File: src/rtl/issue_queue_if.sv
// Fetch-side push port, stall/flush controls and lane outputs of the issue queue.
interface issue_queue_if #(
  parameter int LANES = 2,
  parameter int DEPTH = 8,
  parameter int IR_W  = 16,
  parameter int PC_W  = 8,
  parameter int NREG  = 8
);
  localparam int RW    = $clog2(NREG);
  localparam int CNT_W = $clog2(DEPTH + 1);

  logic                    push_valid;
  logic                    push_ready;
  logic [IR_W-1:0]         push_ir;
  logic [PC_W-1:0]         push_pc;
  logic                    push_write;
  logic [RW-1:0]           push_wnum;
  logic [NREG-1:0]         push_rmask;
  logic                    push_load;
  logic                    hold;
  logic                    flush;
  logic [LANES-1:0]        out_valid;
  logic [LANES*IR_W-1:0]   out_ir;
  logic [LANES*PC_W-1:0]   out_pc;
  logic [CNT_W-1:0]        count;

  modport master (
    output push_valid, push_ir, push_pc, push_write, push_wnum, push_rmask, push_load,
    output hold, flush,
    input  push_ready, out_valid, out_ir, out_pc, count
  );

  modport slave (
    input  push_valid, push_ir, push_pc, push_write, push_wnum, push_rmask, push_load,
    input  hold, flush,
    output push_ready, out_valid, out_ir, out_pc, count
  );
endinterface

File: src/rtl/issue_queue.sv
// In-order circular instruction buffer issuing up to LANES dependency-free entries per cycle.
// Optional load-use interlock enabled by defining ISSUE_LOAD_USE_EN.
module issue_queue #(
  parameter int LANES = 2,
  parameter int DEPTH = 8,
  parameter int IR_W  = 16,
  parameter int PC_W  = 8,
  parameter int NREG  = 8
) (
  input logic          clk,
  input logic          rst,
  issue_queue_if.slave bus
);
  localparam int RW    = $clog2(NREG);
  localparam int PTR_W = $clog2(DEPTH);
  localparam int CNT_W = $clog2(DEPTH + 1);

  logic [IR_W-1:0]       mem_ir    [DEPTH];
  logic [PC_W-1:0]       mem_pc    [DEPTH];
  logic                  mem_write [DEPTH];
  logic [RW-1:0]         mem_wnum  [DEPTH];
  logic [NREG-1:0]       mem_rmask [DEPTH];

  logic [PTR_W-1:0]      head;
  logic [PTR_W-1:0]      tail;
  logic [CNT_W-1:0]      count;
  logic [LANES-1:0]      lane_valid;
  logic [LANES*IR_W-1:0] lane_ir;
  logic [LANES*PC_W-1:0] lane_pc;

  logic                  push_fire;
  logic [PTR_W-1:0]      idx      [LANES];
  logic                  conflict [LANES];
  logic [LANES-1:0]      elig;
  logic [CNT_W-1:0]      k;
  logic                  ld_block;

  assign bus.push_ready = (count != CNT_W'(DEPTH)) && !bus.flush && !rst;
  assign push_fire      = bus.push_valid && bus.push_ready;
  assign bus.count      = count;
  assign bus.out_valid  = lane_valid;
  assign bus.out_ir     = lane_ir;
  assign bus.out_pc     = lane_pc;

`ifdef ISSUE_LOAD_USE_EN
  logic [NREG-1:0] ld_mask;
  logic [NREG-1:0] issued_ld;
  logic            mem_load [DEPTH];

  assign ld_block = |(mem_rmask[head] & ld_mask);

  // Destination mask of loads leaving in the current bundle.
  always_comb begin
    issued_ld = {NREG{1'b0}};
    for (int i = 0; i < LANES; i++) begin
      issued_ld = issued_ld
                | ({NREG{elig[i] && mem_load[idx[i]] && mem_write[idx[i]]}}
                   & (NREG'(1'b1) << mem_wnum[idx[i]]));
    end
  end

  // Load-use tracking register; frozen while downstream holds.
  always_ff @(posedge clk) begin
    if (rst || bus.flush) begin
      ld_mask <= {NREG{1'b0}};
    end else if (!bus.hold) begin
      ld_mask <= issued_ld;
    end else begin
      ld_mask <= ld_mask;
    end
  end

  // Load flag storage alongside the other entry fields.
  always_ff @(posedge clk) begin
    if (push_fire) begin
      mem_load[tail] <= bus.push_load;
    end
  end
`else
  logic unused_load;
  assign unused_load = bus.push_load;
  assign ld_block    = 1'b0;
`endif

  // Bundle selection: eligibility is a prefix, cut at the first intra-bundle hazard.
  always_comb begin
    elig = {LANES{1'b0}};
    k    = {CNT_W{1'b0}};
    for (int i = 0; i < LANES; i++) begin
      idx[i]      = head + PTR_W'(i);
      conflict[i] = 1'b0;
    end
    for (int i = 0; i < LANES; i++) begin
      for (int j = 0; j < i; j++) begin
        conflict[i] = conflict[i]
                    | (mem_write[idx[j]]
                       && (mem_rmask[idx[i]][mem_wnum[idx[j]]]
                           || (mem_write[idx[i]] && (mem_wnum[idx[i]] == mem_wnum[idx[j]]))));
      end
      if (i == 0) begin
        elig[i] = (count != {CNT_W{1'b0}}) && !bus.hold && !ld_block;
      end else begin
        elig[i] = elig[i-1] && (CNT_W'(i) < count) && !conflict[i];
      end
      k = k + CNT_W'(elig[i]);
    end
  end

  // Entry storage; written only on an accepted push, so no reset is needed.
  always_ff @(posedge clk) begin
    if (push_fire) begin
      mem_ir[tail]    <= bus.push_ir;
      mem_pc[tail]    <= bus.push_pc;
      mem_write[tail] <= bus.push_write;
      mem_wnum[tail]  <= bus.push_wnum;
      mem_rmask[tail] <= bus.push_rmask;
    end
  end

  // Pointers, occupancy and the issue register.
  always_ff @(posedge clk) begin
    if (rst || bus.flush) begin
      head       <= {PTR_W{1'b0}};
      tail       <= {PTR_W{1'b0}};
      count      <= {CNT_W{1'b0}};
      lane_valid <= {LANES{1'b0}};
      lane_ir    <= {(LANES*IR_W){1'b0}};
      lane_pc    <= {(LANES*PC_W){1'b0}};
    end else begin
      if (push_fire) begin
        tail <= tail + PTR_W'(1);
      end
      // k is zero under hold, so head/count only move when issuing.
      head  <= head + PTR_W'(k);
      count <= count + CNT_W'(push_fire) - k;
      if (!bus.hold) begin
        for (int i = 0; i < LANES; i++) begin
          lane_valid[i]            <= elig[i];
          lane_ir[i*IR_W +: IR_W] <= elig[i] ? mem_ir[idx[i]] : {IR_W{1'b0}};
          lane_pc[i*PC_W +: PC_W] <= elig[i] ? mem_pc[idx[i]] : {PC_W{1'b0}};
        end
      end
    end
  end
endmodule

File: src/flat_wrapper.sv
// flat-port wrapper written by rule: the top's interface ports become plain ports
module issue_queue_flat 
#(
  parameter int LANES = 2,
  parameter int DEPTH = 8,
  parameter int IR_W  = 16,
  parameter int PC_W  = 8,
  parameter int NREG  = 8
)
  (clk, rst, bus_push_valid, bus_push_ir, bus_push_pc, bus_push_write, bus_push_wnum, bus_push_rmask, bus_push_load, bus_hold, bus_flush, bus_push_ready, bus_out_valid, bus_out_ir, bus_out_pc, bus_count);
  issue_queue_if #(.LANES(LANES), .DEPTH(DEPTH), .IR_W(IR_W), .PC_W(PC_W), .NREG(NREG)) bus_i ();
  input logic clk;
  input logic rst;
  input wire logic [$bits(bus_i.push_valid)-1:0] bus_push_valid;
  input wire logic [$bits(bus_i.push_ir)-1:0] bus_push_ir;
  input wire logic [$bits(bus_i.push_pc)-1:0] bus_push_pc;
  input wire logic [$bits(bus_i.push_write)-1:0] bus_push_write;
  input wire logic [$bits(bus_i.push_wnum)-1:0] bus_push_wnum;
  input wire logic [$bits(bus_i.push_rmask)-1:0] bus_push_rmask;
  input wire logic [$bits(bus_i.push_load)-1:0] bus_push_load;
  input wire logic [$bits(bus_i.hold)-1:0] bus_hold;
  input wire logic [$bits(bus_i.flush)-1:0] bus_flush;
  output wire logic [$bits(bus_i.push_ready)-1:0] bus_push_ready;
  output wire logic [$bits(bus_i.out_valid)-1:0] bus_out_valid;
  output wire logic [$bits(bus_i.out_ir)-1:0] bus_out_ir;
  output wire logic [$bits(bus_i.out_pc)-1:0] bus_out_pc;
  output wire logic [$bits(bus_i.count)-1:0] bus_count;
  assign bus_i.push_valid = bus_push_valid;
  assign bus_i.push_ir = bus_push_ir;
  assign bus_i.push_pc = bus_push_pc;
  assign bus_i.push_write = bus_push_write;
  assign bus_i.push_wnum = bus_push_wnum;
  assign bus_i.push_rmask = bus_push_rmask;
  assign bus_i.push_load = bus_push_load;
  assign bus_i.hold = bus_hold;
  assign bus_i.flush = bus_flush;
  assign bus_push_ready = bus_i.push_ready;
  assign bus_out_valid = bus_i.out_valid;
  assign bus_out_ir = bus_i.out_ir;
  assign bus_out_pc = bus_i.out_pc;
  assign bus_count = bus_i.count;
  issue_queue #(.LANES(LANES), .DEPTH(DEPTH), .IR_W(IR_W), .PC_W(PC_W), .NREG(NREG)) u_core (.clk(clk), .rst(rst), .bus(bus_i));
endmodule
File: config.mk
export PLATFORM = sky130hd
export DESIGN_NAME = issue_queue_flat
export DESIGN_NICKNAME = d
export VERILOG_FILES = /design/src/rtl/issue_queue_if.sv /design/src/rtl/issue_queue.sv /design/src/flat_wrapper.sv
export SDC_FILE = /design/constraint.sdc
export NUM_CORES = 1
export LEC_CHECK = 0
export ABC_AREA = 1
export BUFFER_PORTS_ARGS = -buffer_cell sky130_fd_sc_hd__buf_4
export CORE_MARGIN = 5
export CORE_UTILIZATION = 55
export DETAILED_ROUTE_END_ITERATION = 16
export PLACE_DENSITY = 0.7
export SYNTH_ARGS = -nofsm -noshare
export SYNTH_HDL_FRONTEND = slang
export SYNTH_SLANG_ARGS = --single-unit
File: constraint.sdc
create_clock -name clk -period 6.61 [get_ports clk]
set_clock_uncertainty 0.05 [all_clocks]
set_input_delay 1.6525 -clock clk [delete_from_list [all_inputs] [get_ports clk]]
set_output_delay 1.6525 -clock clk [all_outputs]
set_load 0.01 [all_outputs]
Word level (Yosys, flattened, before mapping)
Memory sizes are Yosys's and may differ from the RTL's. A register that Yosys moved wholly into a read port is not among the register bits.
Cells that the tools add are included.
{"block": "word_totals", "output_inout_bits": 55, "input_bits": 42, "n_memories": 5, "register_bits": 60, "ramBits": 288, "wordCells": 48}
{"block": "op_classes", "n_lt_le_gt_ge": 2, "n_eq_ne": 2, "n_mux": 12, "n_reduce_logical": 15, "addsub": 6}
{"name": "u_core.mem_ir", "depth": 8, "width": 16, "read_ports": 2, "rd_ports_with_merged_regs": 1, "wr": 1, "line": "issue_queue.sv:18", "text": "logic [IR_W-1:0] mem_ir [DEPTH];"}
{"name": "u_core.mem_pc", "depth": 8, "width": 8, "read_ports": 2, "rd_ports_with_merged_regs": 1, "wr": 1, "line": "issue_queue.sv:19", "text": "logic [PC_W-1:0] mem_pc [DEPTH];"}
{"name": "u_core.mem_rmask", "depth": 8, "width": 8, "read_ports": 1, "rd_ports_with_merged_regs": 0, "wr": 1, "line": "issue_queue.sv:22", "text": "logic [NREG-1:0] mem_rmask [DEPTH];"}
{"name": "u_core.mem_wnum", "depth": 8, "width": 3, "read_ports": 2, "rd_ports_with_merged_regs": 1, "wr": 1, "line": "issue_queue.sv:21", "text": "logic [RW-1:0] mem_wnum [DEPTH];"}
{"name": "u_core.mem_write", "depth": 8, "width": 1, "read_ports": 2, "rd_ports_with_merged_regs": 1, "wr": 1, "line": "issue_queue.sv:20", "text": "logic mem_write [DEPTH];"}
{"op": "2-to-1 mux 16 bit", "count": 2}
{"op": "2-to-1 mux 8 bit", "count": 2}
{"op": "2-to-1 mux 3 bit", "count": 4}
{"op": "logical AND 1 bit", "count": 8}
{"op": "adder 3 x 1 -> 3 bit, second input constant", "count": 2}
{"op": "adder 4 x 1 -> 4 bit", "count": 1}
{"op": "logical NOT 1 bit", "count": 4}
{"op": "less-than comparator 1 x 4 -> 1 bit, first input constant", "count": 1}
{"op": "less-than comparator 3 x 4 -> 1 bit, second input constant", "count": 1}
{"op": "!= test 4 bit, second input constant", "count": 1}
{"op": "nonzero test 4 bit", "count": 1}
{"op": "subtractor 4 bit", "count": 1}
{"op": "adder 3 bit", "count": 1}
{"op": "binary-select mux 1 bit (select 3 bit)", "count": 1}
{"op": "== test 3 bit", "count": 1}
{"op": "2-to-1 mux 1 bit", "count": 3}
{"op": "adder 1 x 1 -> 2 bit", "count": 1}
{"op": "logical OR 1 bit", "count": 2}

Depth between registers and ports, before layout
Gate-level depths: netlist of the first run.
An unclocked memory read counts as a cell.
{"block": "logic_depth", "word_depth": 11, "depth_mapped": 24}

Worst setup path after synthesis of the first run
Ideal clock, no wire load.
{"block": "synth_path", "kind": "input-to-reg", "start": "input port rst", "end": "memory u_core.mem_ir[4][0], enable pin", "cell_stages": 7, "slack_ns": 1.049, "arrival_ns": 5.037, "setup_ns": 0.474, "cell_sequence": "nor2_1 inv_1 a31oi_1 nand2_1 inv_1 nand2_1 nor3_1"}
{"block": "synth_via", "elab_chain_len": 5}
{"item": "start: declaration", "line": "flat_wrapper.sv:13", "text": "input logic rst;"}
{"item": "logical NOT 1 bit", "line": "issue_queue.sv:38", "text": "assign bus.push_ready = (count != CNT_W'(DEPTH)) && !bus.flush && !rst;"}
{"item": "logical AND 1 bit", "line": "issue_queue.sv:38"}
{"item": "via bus_push_ready", "line": "flat_wrapper.sv:23", "text": "output wire logic [$bits(bus_i.push_ready)-1:0] bus_push_ready;"}
{"item": "logical AND 1 bit", "line": "issue_queue.sv:39", "text": "assign push_fire = bus.push_valid && bus.push_ready;"}
{"item": "via u_core.push_fire", "line": "issue_queue.sv:31", "text": "logic push_fire;"}
{"item": "2-to-1 mux 1 bit", "line": "issue_queue.sv:111", "text": "if (push_fire) begin"}
{"item": "2-to-1 mux 1 bit (not written as such)", "line": "issue_queue.sv:112", "text": "mem_ir[tail] <= bus.push_ir;"}
{"item": "end: declaration", "line": "issue_queue.sv:18"}
The timed path passes the listed nets, and every way through them passes these cells.

Worst setup path after layout of the first run
{"block": "layout_path", "start": "register u_core.head[1]", "end": "register u_core.count[2], in the netlist u_core.bus.count[2]"}
{"block": "layout_via", "elab_chain_len": 10, "word_cells_on_any_way": 14, "classes_between": "add/sub: 3; eq/ne: 1; mux: 2; reduce/logical: 5; memory: 3"}
{"item": "start: declaration", "line": "issue_queue.sv:24", "text": "logic [PTR_W-1:0] head;"}
{"item": "start signal: assignment", "line": "issue_queue.sv:123", "text": "head <= {PTR_W{1'b0}};"}
{"item": "start signal: assignment", "line": "issue_queue.sv:134", "text": "head <= head + PTR_W'(k);"}
{"item": "adder 3 x 1 -> 3 bit (*)", "line": "issue_queue.sv:90", "text": "idx[i] = head + PTR_W'(i);"}
{"item": "memory (8 x 8 bit) or memory (8 x 3 bit) (tied branches)"}
{"item": "binary-select mux 1 bit (select 3 bit) or == test 3 bit (tied branches)", "line": "issue_queue.sv:97, issue_queue.sv:98"}
{"item": "2-to-1 mux 1 bit (not written as such) or logical AND 1 bit (tied branches)", "line": "issue_queue.sv:97, issue_queue.sv:98"}
{"item": "logical OR 1 bit (*)", "line": "issue_queue.sv:98", "text": "|| (mem_write[idx[i]] && (mem_wnum[idx[i]] == mem_wnum[idx[j]]))));"}
{"item": "logical AND 1 bit (*)", "line": "issue_queue.sv:97", "text": "&& (mem_rmask[idx[i]][mem_wnum[idx[j]]]"}
{"item": "logical NOT 1 bit (*)", "line": "issue_queue.sv:103", "text": "elig[i] = elig[i-1] && (CNT_W'(i) < count) && !conflict[i];"}
{"item": "logical AND 1 bit (*)", "line": "issue_queue.sv:103"}
{"item": "via u_core.elig[1]", "line": "issue_queue.sv:34", "text": "logic [LANES-1:0] elig;"}
{"item": "adder 1 x 1 -> 2 bit (*)", "line": "issue_queue.sv:105", "text": "k = k + CNT_W'(elig[i]);"}
{"item": "subtractor 4 bit (*)", "line": "issue_queue.sv:135", "text": "count <= count + CNT_W'(push_fire) - k;"}
{"item": "end signal: assignment", "line": "issue_queue.sv:125", "text": "count <= {CNT_W{1'b0}};"}
{"item": "end signal: assignment", "line": "issue_queue.sv:135"}
{"item": "end: declaration", "line": "issue_queue.sv:26", "text": "logic [CNT_W-1:0] count;"}
Mark *: on every way through the listed nets, which the timed path passes. The rest lies on a longest branch. The select of a mux whose other input is x is not followed.
A chain may end at the register's enable or synchronous reset.

==> impl_summary.md, run 1 <==
Die
The area of the core region is 28500 µm². The die covers 32300 µm². The number of top-level pins is 97.

The die span in y is 180 µm. The effective utilization at floorplan is 0.554. The floorplan row count is 62. The floorplan step set the die width to 180 µm.

Status
The run finished with clean final reports.

CTS
The number of gates given a new drive strength after cts is 0. The cts-stage hold buffer count is 0. In this run the clock root is driven by a sky130_fd_sc_hd__clkbuf_16. The clock tree from TritonCTS is done. The clock transition at the register clock pins on the worst setup and hold paths after CTS is 0.06 ns. The CTS sink count is 348.

The clock buffer count from CTS is 37. Buffers added to address setup during post-CTS repair amount to 0. The later-pin clock latency in the skew report is 0.53 ns. The clock tree synthesis step divided the H-tree into 2 levels. The deepest clock path buffer count is 3.

Global routing
For this run, the total global-route usage over all layers was measured as 0.233. The largest net degree at the start of global routing is 143. The initial antenna violation count is 2. The global-route congestion overflow total is 0. The via count of the first global-routing pass is 11400.

The first global-routing pass estimated 60.5 mm of wire.

STA
In the post-route analysis, the smallest setup slack over all paths is 1.70 ns. The fraction of the cycle the final worst path needs is 0.743. The clock period could shrink to 4.91 ns. Static timing analysis puts the maximum clock frequency at 203 MHz. Across all hold checks on the routed design, the worst slack comes to 0.414 ns. The final count of pins violating max slew is 0.

The final number of hold-violating endpoints is 0. Setup repair after global routing left no endpoint under its margin. The pin slew with the least headroom to its limit is 1.18 ns. The tightest slew margin relative to the limit is 0.213. The summed negative setup slack over all endpoints is 0 ns. Setup violations remaining at the end of the flow were counted as 0.

Setup path
The slack of the worst reg-to-reg path is 1.70 ns. The required time reported for the critical path endpoint is 6.92 ns. The highest fanout seen on the critical path is 53.

The end of the worst register-to-register path is u_core.bus.count[2]. The type of element launching the critical path is a flip-flop. The number of buffer and inverter stages on the critical path is 6. On the critical path the largest part of the delay comes from buffers and inverters. The largest single stage delay on the critical path is 0.59 ns. The worst setup path is captured at a flip-flop.

The class of the most critical setup path is flip-flop to flip-flop. The critical path arrival is 5.23 ns. The cell repeated most along the worst path is sky130_fd_sc_hd__nand2_1. The standard cell with the maximum stage delay on the critical path is sky130_fd_sc_hd__buf_4.

Walking the worst path, the cells encountered are buf_4 > inv_2 > buf_4 > nand3_1 > nand2_1 > nand2_1 > nand2_1 > inv_1 > nand2_1 > nand3_1 > nand3_2 > nand2_4 > nand2_1 > inv_1 > ha_1 > ha_1 > inv_1 > ha_1 > fa_1 > xnor2_1 > nor2_1. The worst register-to-register path begins at u_core.head[1]. The number of cells on the worst reg-to-reg path is 21.

Routing
The count of routing violations after the opening detailed-route iteration is 1252. The vias after detailed routing is 11900. After detailed routing, the number of remaining DRC violations is 0. In the routed layout, each cell is associated on average with a via count of 5.80. In the final routed layout, each cell accounts on average for 19.1 µm. Once detail routing completed, the nets flagged for antenna violations numbered 0. The number of search-and-repair iterations in the first detailed-routing pass is 5. The final layout contains routed wiring with a total length of 39.2 mm.

Logic synthesis
The simple-gate area share of the yosys netlist is 0.153. Ranked by total cell area, the synthesized netlist is headed by sky130_fd_sc_hd__edfxtp_1 55%, sky130_fd_sc_hd__nand2_1 7.9%, sky130_fd_sc_hd__dfxtp_1 7.6%. The fraction of the mapped netlist area in compound gates is 0.151. The share of synthesized area spent on multiplexers is 0. The share of the synthesized netlist area taken by xor and xnor gates is 0.00213.

The arithmetic-cell share of the synthesized area counting full adders, half adders and majority gates is 0.0112. The warning count from the yosys run is 0. Counting flops and latches in the post-synthesis netlist gives 348. Of the synthesized area, sequential elements account for 0.622. The main combinational cell family by area after synthesis is simple AND/OR/NAND/NOR gates. The share of the synthesized area in the top cell type is 0.546. The total standard cell area after synthesis is 15800 µm².

The post-synthesis net count is 1650. sky130_fd_sc_hd__edfxtp_1 takes more of the synthesized area than any other cell. The number of instances in the synthesized netlist is 1595.

The count of unique library cells instantiated by Yosys is 30. A synthesized cell averages 9.92 µm².

Layout
The final standard cell count with taps included and fillers excluded is 2049. The sequential cell area in the final layout is 9860 µm². The count of filler cells inserted in the layout is 2293. Summing all multi-input logic gate instances after layout gives 5100 µm². Compared with the post-synthesis result, the final layout area differs by 13.2%. In the final layout, the share of cells above drive strength 1 is 0.127.

The final non-filler cell area is 17900 µm². The layout net count is 1692. The final core utilization is 0.628.

Placed design
The worst slack after detailed placement is 1.75 ns. In this run the tool buffered the top-level ports with 95 buffer cells. The instance area after placement is 16700 µm².

The estimated wirelength of the detail-placed design is 21.4 mm. The congestion estimate from routability-driven global placement came to 0.808. Including well taps, the total number of placed cells is 1982.

Power
The maximum VDD drop is 0.332 mV. The power after layout is 6.30 mW. For this design the total switching power over the nets is 2.11 mW. Of the total power, combinational logic draws 0.293. The sequential share of power is 0.392. Of the total power, the clock network draws 0.315. The share of total power consumed by net switching is 0.335.

Cell internal power was estimated by the tool at 4.19 mW. In this run the power density over the cells is 352 nW/µm². The leakage power figure is 6.54 nW.

Hold path
Along the worst hold path, the cell count comes to 2. The end of the worst hold path is u_core.bus.out_pc[13]. The worst hold path begins at u_core.bus.out_pc[13]. The worst min-delay path category is flip-flop to flip-flop.

Flow run
The max-capacitance violation count is 0.
[layout make-up]
class,count,share of cell area
sequential,348,0.550
multi-input combinational,1021,0.285
clock buffer,57,0.0616
timing repair buffer,117,0.0490
tap,384,0.0268
inverter,112,0.0237
clock inverter,9,0.00384
antenna,1,0.000140
[sequential cells by signal, indices dropped and copies added, names as in the netlist]
name                  flops
u_core.tail               3
u_core.mem_write          8
u_core.bus.out_valid      2
u_core.head               3
u_core.mem_wnum          24
u_core.bus.out_ir        32
u_core.bus.out_pc        16
u_core.bus.count          4
u_core.mem_ir           128
u_core.mem_pc            64
u_core.mem_rmask         64
[cells in the final DEF, fill, tap and decap left out, types with 10 or more instances in the layout]
| cell type | count |
|---|---|
| sky130_fd_sc_hd__o21ai_0 | 184 |
| sky130_fd_sc_hd__edfxtp_1 | 288 |
| sky130_fd_sc_hd__buf_4 | 117 |
| sky130_fd_sc_hd__nor2_1 | 78 |
| sky130_fd_sc_hd__a211oi_1 | 16 |
| sky130_fd_sc_hd__clkbuf_1 | 12 |
| sky130_fd_sc_hd__nand2_1 | 332 |
| sky130_fd_sc_hd__nand3_1 | 123 |
| sky130_fd_sc_hd__o211ai_1 | 34 |
| sky130_fd_sc_hd__clkbuf_16 | 39 |
| sky130_fd_sc_hd__nand3_2 | 22 |
| sky130_fd_sc_hd__ha_1 | 10 |
| sky130_fd_sc_hd__inv_1 | 107 |
| sky130_fd_sc_hd__dfxtp_1 | 57 |
| sky130_fd_sc_hd__a21oi_1 | 183 |
[worst max-delay path by stage]
stage	startpoint	to	depth (start not counted)
2_1_floorplan	rst	u_core.mem_ir[4][0]	7
3_3_place_gp	rst	u_core.mem_ir[2][12]	9
3_5_place_dp	rst	u_core.mem_pc[1][3]	9
4_1_cts	u_core.head[1]	u_core.bus.count[2]	21
5_1_grt	u_core.head[1]	u_core.bus.count[2]	22
6_report	u_core.head[1]	u_core.bus.count[2]	21
[synth_stat cells]
cell,n
sky130_fd_sc_hd__o21ai_1,1
sky130_fd_sc_hd__clkbuf_1,65
sky130_fd_sc_hd__a31oi_1,1
sky130_fd_sc_hd__inv_1,109
sky130_fd_sc_hd__a211oi_1,16
sky130_fd_sc_hd__edfxtp_1,288
sky130_fd_sc_hd__a21oi_1,184
sky130_fd_sc_hd__buf_1,6
sky130_fd_sc_hd__nand3_2,22
sky130_fd_sc_hd__xnor2_1,2
sky130_fd_sc_hd__nand2_4,1
sky130_fd_sc_hd__o21ai_0,184
sky130_fd_sc_hd__buf_8,1
sky130_fd_sc_hd__o22ai_1,9
sky130_fd_sc_hd__nand3_1,123
sky130_fd_sc_hd__a32o_1,9
sky130_fd_sc_hd__inv_2,3
sky130_fd_sc_hd__buf_4,6
sky130_fd_sc_hd__nand2_1,332
sky130_fd_sc_hd__buf_6,4
sky130_fd_sc_hd__fa_1,2
sky130_fd_sc_hd__a21oi_2,1
sky130_fd_sc_hd__o211ai_1,34
sky130_fd_sc_hd__nor2_1,85
sky130_fd_sc_hd__xor2_2,1
sky130_fd_sc_hd__buf_2,32
sky130_fd_sc_hd__a21o_1,1
sky130_fd_sc_hd__nor3_1,2
sky130_fd_sc_hd__ha_1,11
sky130_fd_sc_hd__dfxtp_1,60
[power groups by stage]
stage	sequential, mW	clock [mW]	combinational (mW)
2_1_floorplan	2.52	0	1.36
3_3_place_gp	2.51	0	1.76
3_5_place_dp	2.51	0	1.82
4_1_cts	2.47	2.02	1.83
5_1_grt	2.47	2.10	2.06
6_report	2.47	1.98	1.85
[kinds of logic (layout without fill, tap and decap cells)]
logic type / after synthesis / after routing
other: 0 / 1
XOR/XNOR: 3 / 3
adder cells (fa/ha/maj): 13 / 13
buffers and inverters: 226 / 295
AO/OA/AOI/OAI: 440 / 440
AND/OR/NAND/NOR: 565 / 565
flip-flops: 348 / 348
[per-layer routing]
metal	track usage	vias up	wire length, µm
li1	-	5671	-
met1	0.298	5642	16000
met2	0.398	477	19100
met3	0.0430	94	2840
met4	0.0905	2	1150
met5	0	-	13
[worst register-to-register path, stage by stage (launching register included)]
cell,delay [ns]
sky130_fd_sc_hd__dfxtp_2,0.33
sky130_fd_sc_hd__buf_4,0.59
sky130_fd_sc_hd__inv_2,0.32
sky130_fd_sc_hd__buf_4,0.42
sky130_fd_sc_hd__nand3_1,0.24
sky130_fd_sc_hd__nand2_1,0.06
sky130_fd_sc_hd__nand2_1,0.07
sky130_fd_sc_hd__nand2_1,0.12
sky130_fd_sc_hd__inv_1,0.10
sky130_fd_sc_hd__nand2_1,0.06
sky130_fd_sc_hd__nand3_1,0.09
sky130_fd_sc_hd__nand3_2,0.10
sky130_fd_sc_hd__nand2_4,0.39
sky130_fd_sc_hd__nand2_1,0.22
sky130_fd_sc_hd__inv_1,0.13
sky130_fd_sc_hd__ha_1,0.26
sky130_fd_sc_hd__ha_1,0.28
sky130_fd_sc_hd__inv_1,0.04
sky130_fd_sc_hd__ha_1,0.20
sky130_fd_sc_hd__fa_1,0.45
sky130_fd_sc_hd__xnor2_1,0.17
sky130_fd_sc_hd__nor2_1,0.06
Note: power is estimated with default switching activity, not from simulation.
==> run 2, diff against run 1 <==
- PLACE_DENSITY: 0.7 -> 0.73
- clock period: 6.61 -> 4.41 ns (I/O delays scaled with it)
==> run 2 against run 1 <==
Power up 50%; clock-buffer cell count down 8; sequential share of layout area down 0.38 points; global-route usage about the same; final cell count up 0.59%; routed wire length up 0.83%; critical endpoint is now u_core.bus.count[1]; clock power up 47%; maximum frequency up 25%; highest routed layer is now met4; via count up 2.2%; combinational power up 54%; die area unchanged.
==> impl_summary.md, run 2 (synthesis gave the netlist of run 1 again) <==
Layout
The largest registers in the layout are u_core.mem_ir: 128 flops, u_core.mem_pc: 64 flops, u_core.mem_rmask: 64 flops. The number of diodes was 0 (-1). The flip-flop count of the largest register after layout came to 128 (unchanged). The area added between synthesis and finish is 14.0%. The share of cells above drive strength 1 is 0.134 (+0.00677). The library cell used most frequently in the layout, excluding fill and tap cells, is sky130_fd_sc_hd__nand2_1. The top cell types in the final layout, fill and taps aside, are 332 x sky130_fd_sc_hd__nand2_1, 288 x sky130_fd_sc_hd__edfxtp_1, 184 x sky130_fd_sc_hd__o21ai_0. The layout net count was 1704 (+0.71%). Counting flops per register, the top entry is u_core.mem_ir.

The final core utilization came to 0.632 (+0.00434).

Die
The area of the core region came to 28500 µm² (unchanged). The overall die area came to 32300 µm² (unchanged). The effective utilization at floorplan is 0.554 (unchanged). The number of top-level pins is 97 (unchanged). The width of the die was 180 µm (unchanged). The die span in y came to 180 µm (unchanged).

The floorplan row count was 62 (unchanged).

STA
The final count of pins violating max slew came to 0 (unchanged). The final number of hold-violating endpoints is 0 (unchanged). The summed negative setup slack over all endpoints is 0 ns (unchanged).

The final setup violation count is 0 (unchanged). The final critical path time including I/O delays and setup is 3.92 ns (-0.997 ns). The maximum achievable frequency is 255 MHz (+25%).

The final worst hold slack is 0.413 ns (-0.000772 ns). The tightest slew margin relative to the limit is 0.307 (+0.0938). Setup repair after global routing left no endpoint under its margin. The fraction of the cycle the final worst path needs is 0.888 (+0.145). The pin slew with the least headroom to its limit is 1.04 ns (-0.141 ns).

Global routing
The first-pass GRT wire length was 60.4 mm (-0.15%). The overall routing resource usage is 0.233 (about the same). The initial antenna violation count is 0 (-2). The largest net degree at the start of global routing is 113 (-21%).

The via count of the first global-routing pass was 11400 (-0.46%). The global-route congestion overflow total is 0 (unchanged).

Setup path
The cell repeated most along the worst path is sky130_fd_sc_hd__nand2_1. In this run the critical register-to-register path is captured at u_core.bus.count[1]. The critical path arrival came to 4.30 ns (-0.93 ns). The startpoint identified for the worst register-to-register timing path is u_core.head[0]. The slack of the worst reg-to-reg path is 0.49 ns (-1.20 ns). The required time reported for the critical path endpoint is 4.79 ns (-2.13 ns). The type of element launching the critical path is a flip-flop. The cell count of the worst reg-to-reg path is 21 (unchanged).

On the critical path, the stage with the largest delay is an instance of sky130_fd_sc_hd__buf_4. The largest stage delay on the critical path is 0.63 ns (+0.04 ns). Traced cell by cell, the critical path runs through buf_4 > o21ai_0 > nand2_1 > nand2_1 > nand2_1 > nand2_1 > nand2_1 > nand2_1 > nor2_1 > nand2_1 > nand3_2 > nand2_4 > nand2_1 > inv_1 > ha_1 > ha_1 > inv_1 > ha_1 > fa_1 > inv_1 > nor2_1. The worst setup path is of the flip-flop to flip-flop kind. The highest fanout seen on the critical path is 83 (+57%). STA classifies the critical path endpoint as a flip-flop.

CTS
CTS placed an instance of sky130_fd_sc_hd__clkbuf_16 at the clock tree root. The clock transition at the register clock pins on the worst setup and hold paths after CTS is 0.06 ns (about the same). The cts-stage hold buffer count was 0 (unchanged). The maximum level of the CTS H-tree is 2 (unchanged).

The CTS sink count was 348 (unchanged). The deepest clock path buffer count came to 3 (unchanged). The later-pin clock latency in the skew report is 0.52 ns (about the same).

The post-CTS setup repair buffer count is 0 (unchanged). The number of gates given a new drive strength after cts is 0 (unchanged). The clock buffer count from CTS is 36 (-2.7%). The clock tree from TritonCTS is done.

Placed design
The count of input and output buffers is 95 (unchanged). The estimated wirelength of the detail-placed design is 22.5 mm (+5.0%). The final estimated routing congestion in global placement came to 0.845 (+4.7%).

Routing
The average detailed-routed wire length per instance is 19.2 µm (+0.25%). The post-route DRC violation count is 0 (unchanged). The vias after detailed routing is 12100 (+2.2%). The via-per-instance ratio came to 5.89 (+1.6%). The number of search-and-repair iterations in the first detailed-routing pass is 5 (unchanged). The total routed wirelength is 39.5 mm (+0.83%). The count of nets left with antenna violations after detail routing is 0 (unchanged). The count of routing violations after the opening detailed-route iteration is 1054 (-16%).

Status
The run finished with clean final reports.

Hold path
The worst hold path begins at u_core.bus.out_ir[14]. The path class of the tightest hold or removal check is flip-flop to flip-flop. The worst hold path terminates at u_core.bus.out_ir[14]. The cell depth of the worst hold path is 2 (unchanged).

Power
The leakage power figure was 6.60 nW (+0.94%). The power after layout was 9.45 mW (+50%). The maximum VDD drop came to 0.371 mV (+12%). The ratio of total power to cell area is 524 nW/µm² (+49%).

Flow run
The max-capacitance violation count came to 0 (unchanged).
## run 2: cell type report
cell class	count	area (µm²)
Inverter	112	425
Sequential cell	348	9860
Fill cell	2235	10500
Multi-Input combinational cell	1021	5110
Clock buffer	49	1000
Timing Repair Buffer	130	1030
Clock inverter	17	138
Tap cell	384	480
## run 2: critical path, delay by kind of cell (launching register included)
family,cells,cell delay (ns)
flops,1,0.38
buf+inv,4,0.77
compound gates,1,0.21
fa+ha+maj,4,1.37
simple gates,12,1.04
## run 2: per-layer routing
layer	global-route usage	vias to the layer above	wire, µm
met5	0	-	0
met4	0.0936	0	1240
met3	0.0344	93	3380
met2	0.390	636	19000
met1	0.309	5715	15900
li1	-	5702	-
## run 2: power by group
| part | internal (mW) | switching (mW) |
|---|---|---|
| combinational | 0.884 | 1.96 |
| sequential | 3.65 | 0.0522 |
| clock | 1.71 | 1.20 |
## run 2: worst max path at each step
stage	endpoint	cells after the start	slack [ns]	start
floorplan	u_core.mem_ir[0][0]	7	0.38	rst
CTS	u_core.bus.count[1]	21	0.51	u_core.head[0]
global route	u_core.bus.count[2]	21	0.27	u_core.head[0]
global placement	u_core.bus.count[2]	21	0.63	u_core.head[0]
finish	u_core.bus.count[1]	21	0.49	u_core.head[0]
detailed placement	u_core.bus.count[2]	21	0.57	u_core.head[0]
## run 2: per-stage QoR
step	instances	cell area [µm²]	worst slack (ns)
after floorplan	1595	15800	0.378
after global placement	1995	16900	0.629
after detailed placement	1995	16900	0.572
after CTS	2061	18000	0.510
after global routing	2061	18000	0.267
final	2061	18000	0.493
